### config.mk
export PLATFORM = sky130hd
export DESIGN_NAME = seg_scan_drive
export DESIGN_NICKNAME = d
export VERILOG_FILES = /design/src/rtl/seg_scan_drive_pkg.sv /design/src/rtl/hex2seg.sv /design/src/rtl/seg_scan_drive.sv
export SDC_FILE = /design/constraint.sdc
export NUM_CORES = 1
export LEC_CHECK = 0
export CAP_MARGIN = 20
export CORE_ASPECT_RATIO = 0.7
export CORE_MARGIN = 2
export CORE_UTILIZATION = 30
export CTS_CLUSTER_DIAMETER = 40
export DETAILED_ROUTE_END_ITERATION = 12
export SYNTH_ARGS = -nofsm -noshare
export SYNTH_HDL_FRONTEND = slang
export SYNTH_HIERARCHICAL = 1
export SYNTH_SLANG_ARGS = --single-unit
### constraint.sdc
create_clock -name clk -period 4.5 [get_ports clk]
set_input_delay 1.125 -clock clk [delete_from_list [all_inputs] [get_ports clk]]
set_output_delay 1.125 -clock clk [all_outputs]
set_load 0.02 [all_outputs]
### src/rtl/seg_scan_drive_pkg.sv
// Shared definitions for the seven-segment scan driver: FSM encodings,
// blank pattern, segment bit positions and the counter sizing helper.
package seg_scan_drive_pkg;

   localparam logic [0:0] ST_BLANK = 1'b0;
   localparam logic [0:0] ST_SHOW  = 1'b1;

   localparam logic [7:0] SEG_BLANK = 8'hFF;

   // Bit positions on the active-low segment bus {dp,g,f,e,d,c,b,a}
   localparam int SEG_A  = 0;
   localparam int SEG_B  = 1;
   localparam int SEG_C  = 2;
   localparam int SEG_D  = 3;
   localparam int SEG_E  = 4;
   localparam int SEG_F  = 5;
   localparam int SEG_G  = 6;
   localparam int SEG_DP = 7;

   // Width of a counter that must reach max(a,b)-1; never narrower than one bit.
   function automatic int cnt_width(input int a, input int b);
      int m;
      m = (a > b) ? a : b;
      return (m > 1) ? $clog2(m) : 1;
   endfunction

endpackage

### src/rtl/hex2seg.sv
// Hex nibble to active-low seven-segment glyph {g,f,e,d,c,b,a}.
module hex2seg (
   input  logic [3:0] hex,
   output logic [6:0] seg
);

   always_comb begin
      seg = 7'h7F;
      case (hex)
         4'h0: seg = 7'h40;
         4'h1: seg = 7'h79;
         4'h2: seg = 7'h24;
         4'h3: seg = 7'h30;
         4'h4: seg = 7'h19;
         4'h5: seg = 7'h12;
         4'h6: seg = 7'h02;
         4'h7: seg = 7'h78;
         4'h8: seg = 7'h00;
         4'h9: seg = 7'h10;
         4'hA: seg = 7'h08;
         4'hB: seg = 7'h03;
         4'hC: seg = 7'h46;
         4'hD: seg = 7'h21;
         4'hE: seg = 7'h06;
         4'hF: seg = 7'h0E;
         default: seg = 7'h7F;
      endcase
   end

endmodule

### src/rtl/seg_scan_drive.sv
// Eight-digit multiplexed display scanner with blanking gaps and a
// double-buffered digit set that only swaps at frame start.
module seg_scan_drive
   import seg_scan_drive_pkg::*;
#(
   parameter int CLK_DIV   = 50000,
   parameter int BLANK_CYC = 4
) (
   input  logic        clk,
   input  logic        rst_n,
   input  logic        load,
   input  logic [31:0] data_in,
   input  logic [7:0]  dp_in,
   input  logic [7:0]  mask_in,
   output logic [2:0]  sel,
   output logic        sel_en,
   output logic [7:0]  seg_out,
   output logic        frame_done
);

   localparam int CW = cnt_width(CLK_DIV, BLANK_CYC);
   localparam logic [CW-1:0] SHOW_LAST  = CW'(CLK_DIV - 1);
   localparam logic [CW-1:0] BLANK_LAST = CW'(BLANK_CYC - 1);

   logic [0:0]    state_reg, state_next;
   logic [CW-1:0] cnt_reg, cnt_next;
   logic [2:0]    sel_reg, sel_next;
   logic          sel_en_reg, sel_en_next;
   logic [7:0]    seg_reg, seg_next;
   logic          frame_done_reg, frame_done_next;
   logic          frame_start;

   logic [31:0]   pend_data_reg, disp_data_reg;
   logic [7:0]    pend_dp_reg, disp_dp_reg;
   logic [7:0]    pend_mask_reg, disp_mask_reg;
   logic          dirty_reg;

   logic [3:0]    nib;
   logic [6:0]    glyph;
   logic          lit;

   always_comb begin
      state_next      = state_reg;
      cnt_next        = cnt_reg + CW'(1);
      sel_next        = sel_reg;
      frame_done_next = 1'b0;
      frame_start     = 1'b0;
      if (state_reg == ST_BLANK) begin
         if (cnt_reg == BLANK_LAST) begin
            state_next = ST_SHOW;
            cnt_next   = '0;
         end
      end else begin
         if (cnt_reg == SHOW_LAST) begin
            state_next      = ST_BLANK;
            cnt_next        = '0;
            sel_next        = sel_reg + 3'd1;
            frame_done_next = (sel_reg == 3'd7);
            frame_start     = (sel_reg == 3'd7);
         end
      end
   end

   // Outputs are built from next-state values so they change on the same
   // edge as the FSM; display regs are settled since a BLANK precedes SHOW.
   assign nib = disp_data_reg[{sel_next, 2'b00} +: 4];

   hex2seg u_hex2seg (
      .hex (nib),
      .seg (glyph)
   );

   always_comb begin
      lit         = (state_next == ST_SHOW) && disp_mask_reg[sel_next];
      sel_en_next = lit;
      seg_next    = lit ? {~disp_dp_reg[sel_next], glyph} : SEG_BLANK;
   end

   always_ff @(posedge clk or negedge rst_n) begin
      if (!rst_n) begin
         state_reg      <= ST_BLANK;
         cnt_reg        <= '0;
         sel_reg        <= 3'd0;
         sel_en_reg     <= 1'b0;
         seg_reg        <= SEG_BLANK;
         frame_done_reg <= 1'b0;
      end else begin
         state_reg      <= state_next;
         cnt_reg        <= cnt_next;
         sel_reg        <= sel_next;
         sel_en_reg     <= sel_en_next;
         seg_reg        <= seg_next;
         frame_done_reg <= frame_done_next;
      end
   end

   // A load coinciding with the frame-start copy lands in pending and stays dirty.
   always_ff @(posedge clk or negedge rst_n) begin
      if (!rst_n) begin
         pend_data_reg <= '0;
         pend_dp_reg   <= '0;
         pend_mask_reg <= '0;
         disp_data_reg <= '0;
         disp_dp_reg   <= '0;
         disp_mask_reg <= '0;
         dirty_reg     <= 1'b0;
      end else begin
         if (frame_start && dirty_reg) begin
            disp_data_reg <= pend_data_reg;
            disp_dp_reg   <= pend_dp_reg;
            disp_mask_reg <= pend_mask_reg;
         end
         if (load) begin
            pend_data_reg <= data_in;
            pend_dp_reg   <= dp_in;
            pend_mask_reg <= mask_in;
            dirty_reg     <= 1'b1;
         end else if (frame_start) begin
            dirty_reg <= 1'b0;
         end
      end
   end

   assign sel        = sel_reg;
   assign sel_en     = sel_en_reg;
   assign seg_out    = seg_reg;
   assign frame_done = frame_done_reg;

endmodule

# Word level (Yosys, flattened, before mapping)
# Memory sizes are Yosys's and may differ from the RTL's.
# Cells that the tools add are included.
# totals
ff_bits	127
latch_bits	0
mem_bits_rw	0
rom_bits	112
inputBits	51
out_inout_bits	13
word_cells	42
memories	1
# op_classes
n_addsub	2
mul	0
div_mod_pow	0
n_lt_le_gt_ge	1
n_eq_ne	3
n_shift	1
muxes	17
bitwise_logic	1
reduce_logical	3
# mem_list
name	words	word_bits	read_ports	rd_clocked_by_memory_dff	write_ports	line_no	rtl
(no name shown)	16	7	1	0	0	hex2seg.sv:9	case (hex)
# ops
op	count
$mux W16	3
$shiftx A32 B6 Y4	1
$add A16 B1 Y16 const B	1
$eq A16 B16 Y1 const B	1
$eq A16 B2 Y1 const B	1
$mux W1	9
$mux W8	1
$bmux W1 S3	2
$mux W3	2
$lt A3 B4 Y1 const B	1
$add A3 B1 Y3 const B	1
$eq A3 B3 Y1 const B	1
$logic_and A1 B1 Y1	2
$reduce_bool A2 Y1	1
$not A1 Y1	1

# Logic depth before layout (Yosys ltp)
# depth
ltp_word	7
depth_mapped	15

# By module
# The synthesis kept the hierarchy.
# modules_own_cells
mod	instances	cells_each	area_per_inst_um2	seq_area_each_um2
seg_scan_drive	1	410	5582.9	3188.1
hex2seg	1	31	261.5	0.0

# Least setup slack after synthesis
# Ideal clock, no wire load.
# synth_timing
path_type	register to register
from	register cnt_reg[5]
to	register seg_reg[3] (netlist: seg_out[3])
arrival_ns	3.698
required_ns	4.416
path_slack_ns	0.718
path_stages_with_launch	13
synth_period_minus_slack_ns	3.782
cell_sequence	dfrtp_1 -> or4_4 -> nor4_4 -> mux2i_1 -> clkinv_2 -> mux2i_1 -> a32oi_1 -> and3_1 -> inv_1 -> ha_1 -> inv_1 -> mux4_1 -> or2_2
# synth_lines
element	line_no	rtl
start, declared	seg_scan_drive.sv:26	logic [CW-1:0] cnt_reg, cnt_next;
start signal, assigned	seg_scan_drive.sv:89	cnt_reg <= cnt_next;
$eq A16 B16 Y1	seg_scan_drive.sv:54	if (cnt_reg == SHOW_LAST) begin
$mux W3	seg_scan_drive.sv:54	
$mux W3	seg_scan_drive.sv:48	if (state_reg == ST_BLANK) begin
$shiftx A32 B6 Y4	seg_scan_drive.sv:66	assign nib = disp_data_reg[{sel_next, 2'b00} +: 4];
net nib[0]	seg_scan_drive.sv:38	logic [3:0] nib;
$mem_v2 Z16 W7	--	
net glyph[3]	seg_scan_drive.sv:39	logic [6:0] glyph;
$mux W8	seg_scan_drive.sv:76	seg_next = lit ? {~disp_dp_reg[sel_next], glyph} : SEG_BLANK;
net seg_next[3]	seg_scan_drive.sv:29	logic [7:0] seg_reg, seg_next;
end signal, assigned	seg_scan_drive.sv:92	seg_reg <= seg_next;
end, declared	seg_scan_drive.sv:29	
# The timed path passes the listed nets, and every way through them passes these cells. The select of a mux whose other input is x is not followed.
# A chain may end at the register's enable or synchronous reset.

# Worst setup path in the final report
# Same ends and word-level chain as after synthesis.

==> out/metrics.csv <==
stage,metric,value,unit
floorplan,die_h,121,microns
power,power_frac_seq,43.3,%
job,cap_violations,0,
yosys,synth-seq-area-share,54.5,%
critical_path,r2r_cells,12,
global_routing,grt_pass1_wl,19.8,mm
global_routing,antenna_found_initial,0,
global_routing,grt_max_degree,106,
detailed_routing,routed-via-count,3651,
timing,rsz0062_at_grt,no,
timing,slew_violations,0,
critical_path,regToRegStartpoint,cnt_reg[5],
critical_path,path_class,flip-flop to flip-flop,
timing,finClkSkew,11.5,ps
critical_path,r2r-end,seg_out[3],
cts,cts_hold_buf,0,
cts,cts.htree.levels,4,
critical_path,worstSetupEndpointType,flip-flop,
timing,hold_viol,0,
min_path,hold_depth,1,
run_status,status,completed,
power,p_comb_share,4.5,%
detailed_routing,viasPerCell,4.63,
floorplan,initial_core_util,30.7,%
cts,cts_setup_buffers,0,
min_path,worstHoldPathType,flip-flop to flip-flop,
critical_path,cp_top_family,simple AND/OR/NAND/NOR gates,
yosys,ys_ff_latch,127,
critical_path,cp_num_buf_inv,3,
placement,place_congestion,0.788,
power,power.switching,0.584,mW
finish,antennaDiodeCount,0,
detailed_routing,dr.pass1.iters,5,
min_path,min_to,cnt_reg[0],
finish,fin_nets,573,
yosys,synth_ff_type,dfrtp_1,
finish,utilization,38.9,%
power,power_density,378,nW/um^2
detailed_routing,wl_per_cell,15.3,microns
min_path,hp-start,cnt_reg[0],
timing,timing.hold.ws,456,ps
power,intPower,2.22,mW
detailed_routing,wl,12.0,mm
critical_path,worstSetupStartpointType,flip-flop,
power,power.clock.fraction,52.2,%
cts,clock_path_buffers,2,
yosys,synth.net_count,502,
floorplan,coreArea,19000,sq um
power,vdd_drop_max,171,uV
critical_path,cpMaxStageDelayCell,or4_4,
critical_path,reg2reg_slack,470,ps
global_routing,overflow,0,
placement,dpl.hpwl,8.47,mm
critical_path,slowest_delay,580,ps
cts,cts.clk_slew.worst_paths,50,ps
detailed_routing,remaining_drc_errors,0,
detailed_routing,first_iter_violations,226,
finish,area_growth_syn_to_layout,26.6,%
timing,timing.fmax,248,MHz
cts,cts_tree,yes,
yosys,avgSynthCellArea,13.3,sq um
cts,clkSinkCount,127,
yosys,yosysUniqueCellTypes,50,
finish,drive_gt1_share,30.7,%
yosys,synth_cells,441,
yosys,synthArstFlopShare,100,%
timing,setup_viol,0,
yosys,synth-edff-count,0,
power,p_leak,3.23,nW
cts,numCtsBuffers,17,
timing,min_period,4030,ps
cts,clockRootBuffer,clkbuf_16,
placement,portBuffers,63,
critical_path,crit_fanout,18,
timing,fin_tns_setup,0,ps
yosys,syn_area,5840,sq um
timing,slew_headroom,57.1,%
global_routing,grt.total_usage,12.6,%
timing,tightestPinTransition,638,ps
yosys,yosys_warnings,6,
global_routing,grt_pass1_vias,3687,
critical_path,worst-endpoint-arrival,4370,ps
detailed_routing,ant_nets,0,
cts,ctsResizeCount,0,
critical_path,path_cells,"or4_4, nor4_4, mux2i_1, clkinv_2, mux2i_1, a32oi_1, and3_1, inv_1, ha_1, inv_1, mux4_1, or2_2",
cts,clock_latency,420,ps
timing,fin_crit_sh,89.7,%
power,swShare,20.9,%
floorplan,ios,64,
critical_path,cp.required,4830,ps
floorplan,num_rows,42,
floorplan,dieWidth,171,microns
floorplan,dieArea,20600,sq um
[placed cells by master (no fill, tap or decap), drive strengths merged, types with 9 or more instances in the layout]
cell | Yosys | final
clkbuf | 4 | 21
inv | 8 | 11
ha | 10 | 10
nand2 | 35 | 35
buf | 14 | 9
clkdlybuf4s50 | 0 | 61
nand3 | 16 | 16
mux2 | 98 | 98
and3 | 12 | 12
mux2i | 24 | 24
nor2 | 15 | 15
dfrtp | 119 | 119
[worst reg2reg max path: cells and delay by family, from the launching register on]
kind	cells	cell delay, ps
DFF	1	430
buffers and inverters	3	490
AOI/OAI and AO/OA	1	180
muxes	3	990
and+or+nand+nor	4	1570
adders and majority gates	1	300
[area by class of cell]
class	instances	area [sq um]
Multi-Input combinational cell	287	2510
Fill cell	1780	11600
Timing Repair Buffer	70	701
Inverter	9	35.0
Clock inverter	11	180
Sequential cell	127	3190
Tap cell	264	330
Clock buffer	21	450
[per-layer routing]
| metal | track usage (%) | vias to the layer above | part of all wire, % | wire, microns |
|---|---|---|---|---|
| li1 | - | 1733 | - | - |
| met1 | 18.5 | 1810 | 53 | 6320 |
| met2 | 17.1 | 100 | 41 | 4930 |
| met3 | 4.65 | 8 | 5.8 | 699 |
| met4 | 4.03 | 0 | 0.69 | 83 |
| met5 | 0 | - | 0 | 0 |
[worst max path at each step]
stage	cells past startpoint	slack, ps	end	from
2_1_floorplan	12	720	seg_out[3]	cnt_reg[5]
3_3_place_gp	12	620	seg_out[3]	cnt_reg[5]
3_5_place_dp	12	470	seg_out[3]	cnt_reg[5]
4_1_cts	12	450	seg_out[3]	cnt_reg[5]
5_1_grt	12	200	seg_out[3]	cnt_reg[5]
6_report	12	470	seg_out[3]	cnt_reg[5]
[kinds of logic (layout without fill, tap and decap cells)]
| logic type | Yosys count | count (layout) | synth area share [%] |
|---|---|---|---|
| adders and majority gates | 10 | 10 | 2.14 |
| AOI/OAI and AO/OA | 22 | 22 | 2.78 |
| buffers and inverters | 27 | 111 | 2.46 |
| muxes | 125 | 125 | 25.5 |
| xor gates and xnor gates | 15 | 15 | 2.25 |
| DFF | 127 | 127 | 54.5 |
| and+or+nand+nor | 115 | 115 | 10.3 |
[synthesized netlist by cell type (2+ instances only)]
cell / count / share of area, %
a32oi_1: 4 / 0.60
dfrtp_1: 119 / 51
buf_1: 5 / 0.32
buf_4: 2 / 0.26
nor2_1: 15 / 0.96
nand2_1: 35 / 2.2
dfstp_2: 8 / 3.6
or2_2: 8 / 0.86
o311a_1: 2 / 0.34
xnor2_1: 7 / 1.0
xor2_1: 8 / 1.2
and3_1: 12 / 1.3
buf_6: 4 / 0.77
nand4_1: 5 / 0.54
nand2b_1: 4 / 0.43
o21ai_0: 7 / 0.60
nand3b_1: 2 / 0.26
mux2_2: 78 / 15
mux4_2: 2 / 0.77
buf_2: 3 / 0.26
clkbuf_1: 4 / 0.26
mux2i_1: 24 / 4.1
inv_1: 7 / 0.45
nor3_1: 6 / 0.51
or3_1: 3 / 0.32
ha_1: 10 / 2.1
mux2_4: 20 / 5.1
nand3_1: 15 / 1.3
[per-stage QoR]
step                power, mW  instances  area [sq um]  setup slack (ps)
floorplan                1.27        441          5840               718
global placement         1.36        756          6750               619
detailed placement       1.36        756          6750               470
finish                   2.80        789          7400               465
CTS                      2.84        788          7380               451
global route             2.92        789          7400               198
[power by group through the flow]
stage	registers [mW]	clock network [mW]	logic, mW
after floorplan	1.22	0	0.0527
after global placement	1.23	0	0.124
after detailed placement	1.24	0	0.128
after CTS	1.21	1.50	0.129
after global routing	1.22	1.56	0.139
final	1.21	1.46	0.126
(Power assumes the default switching activity.)
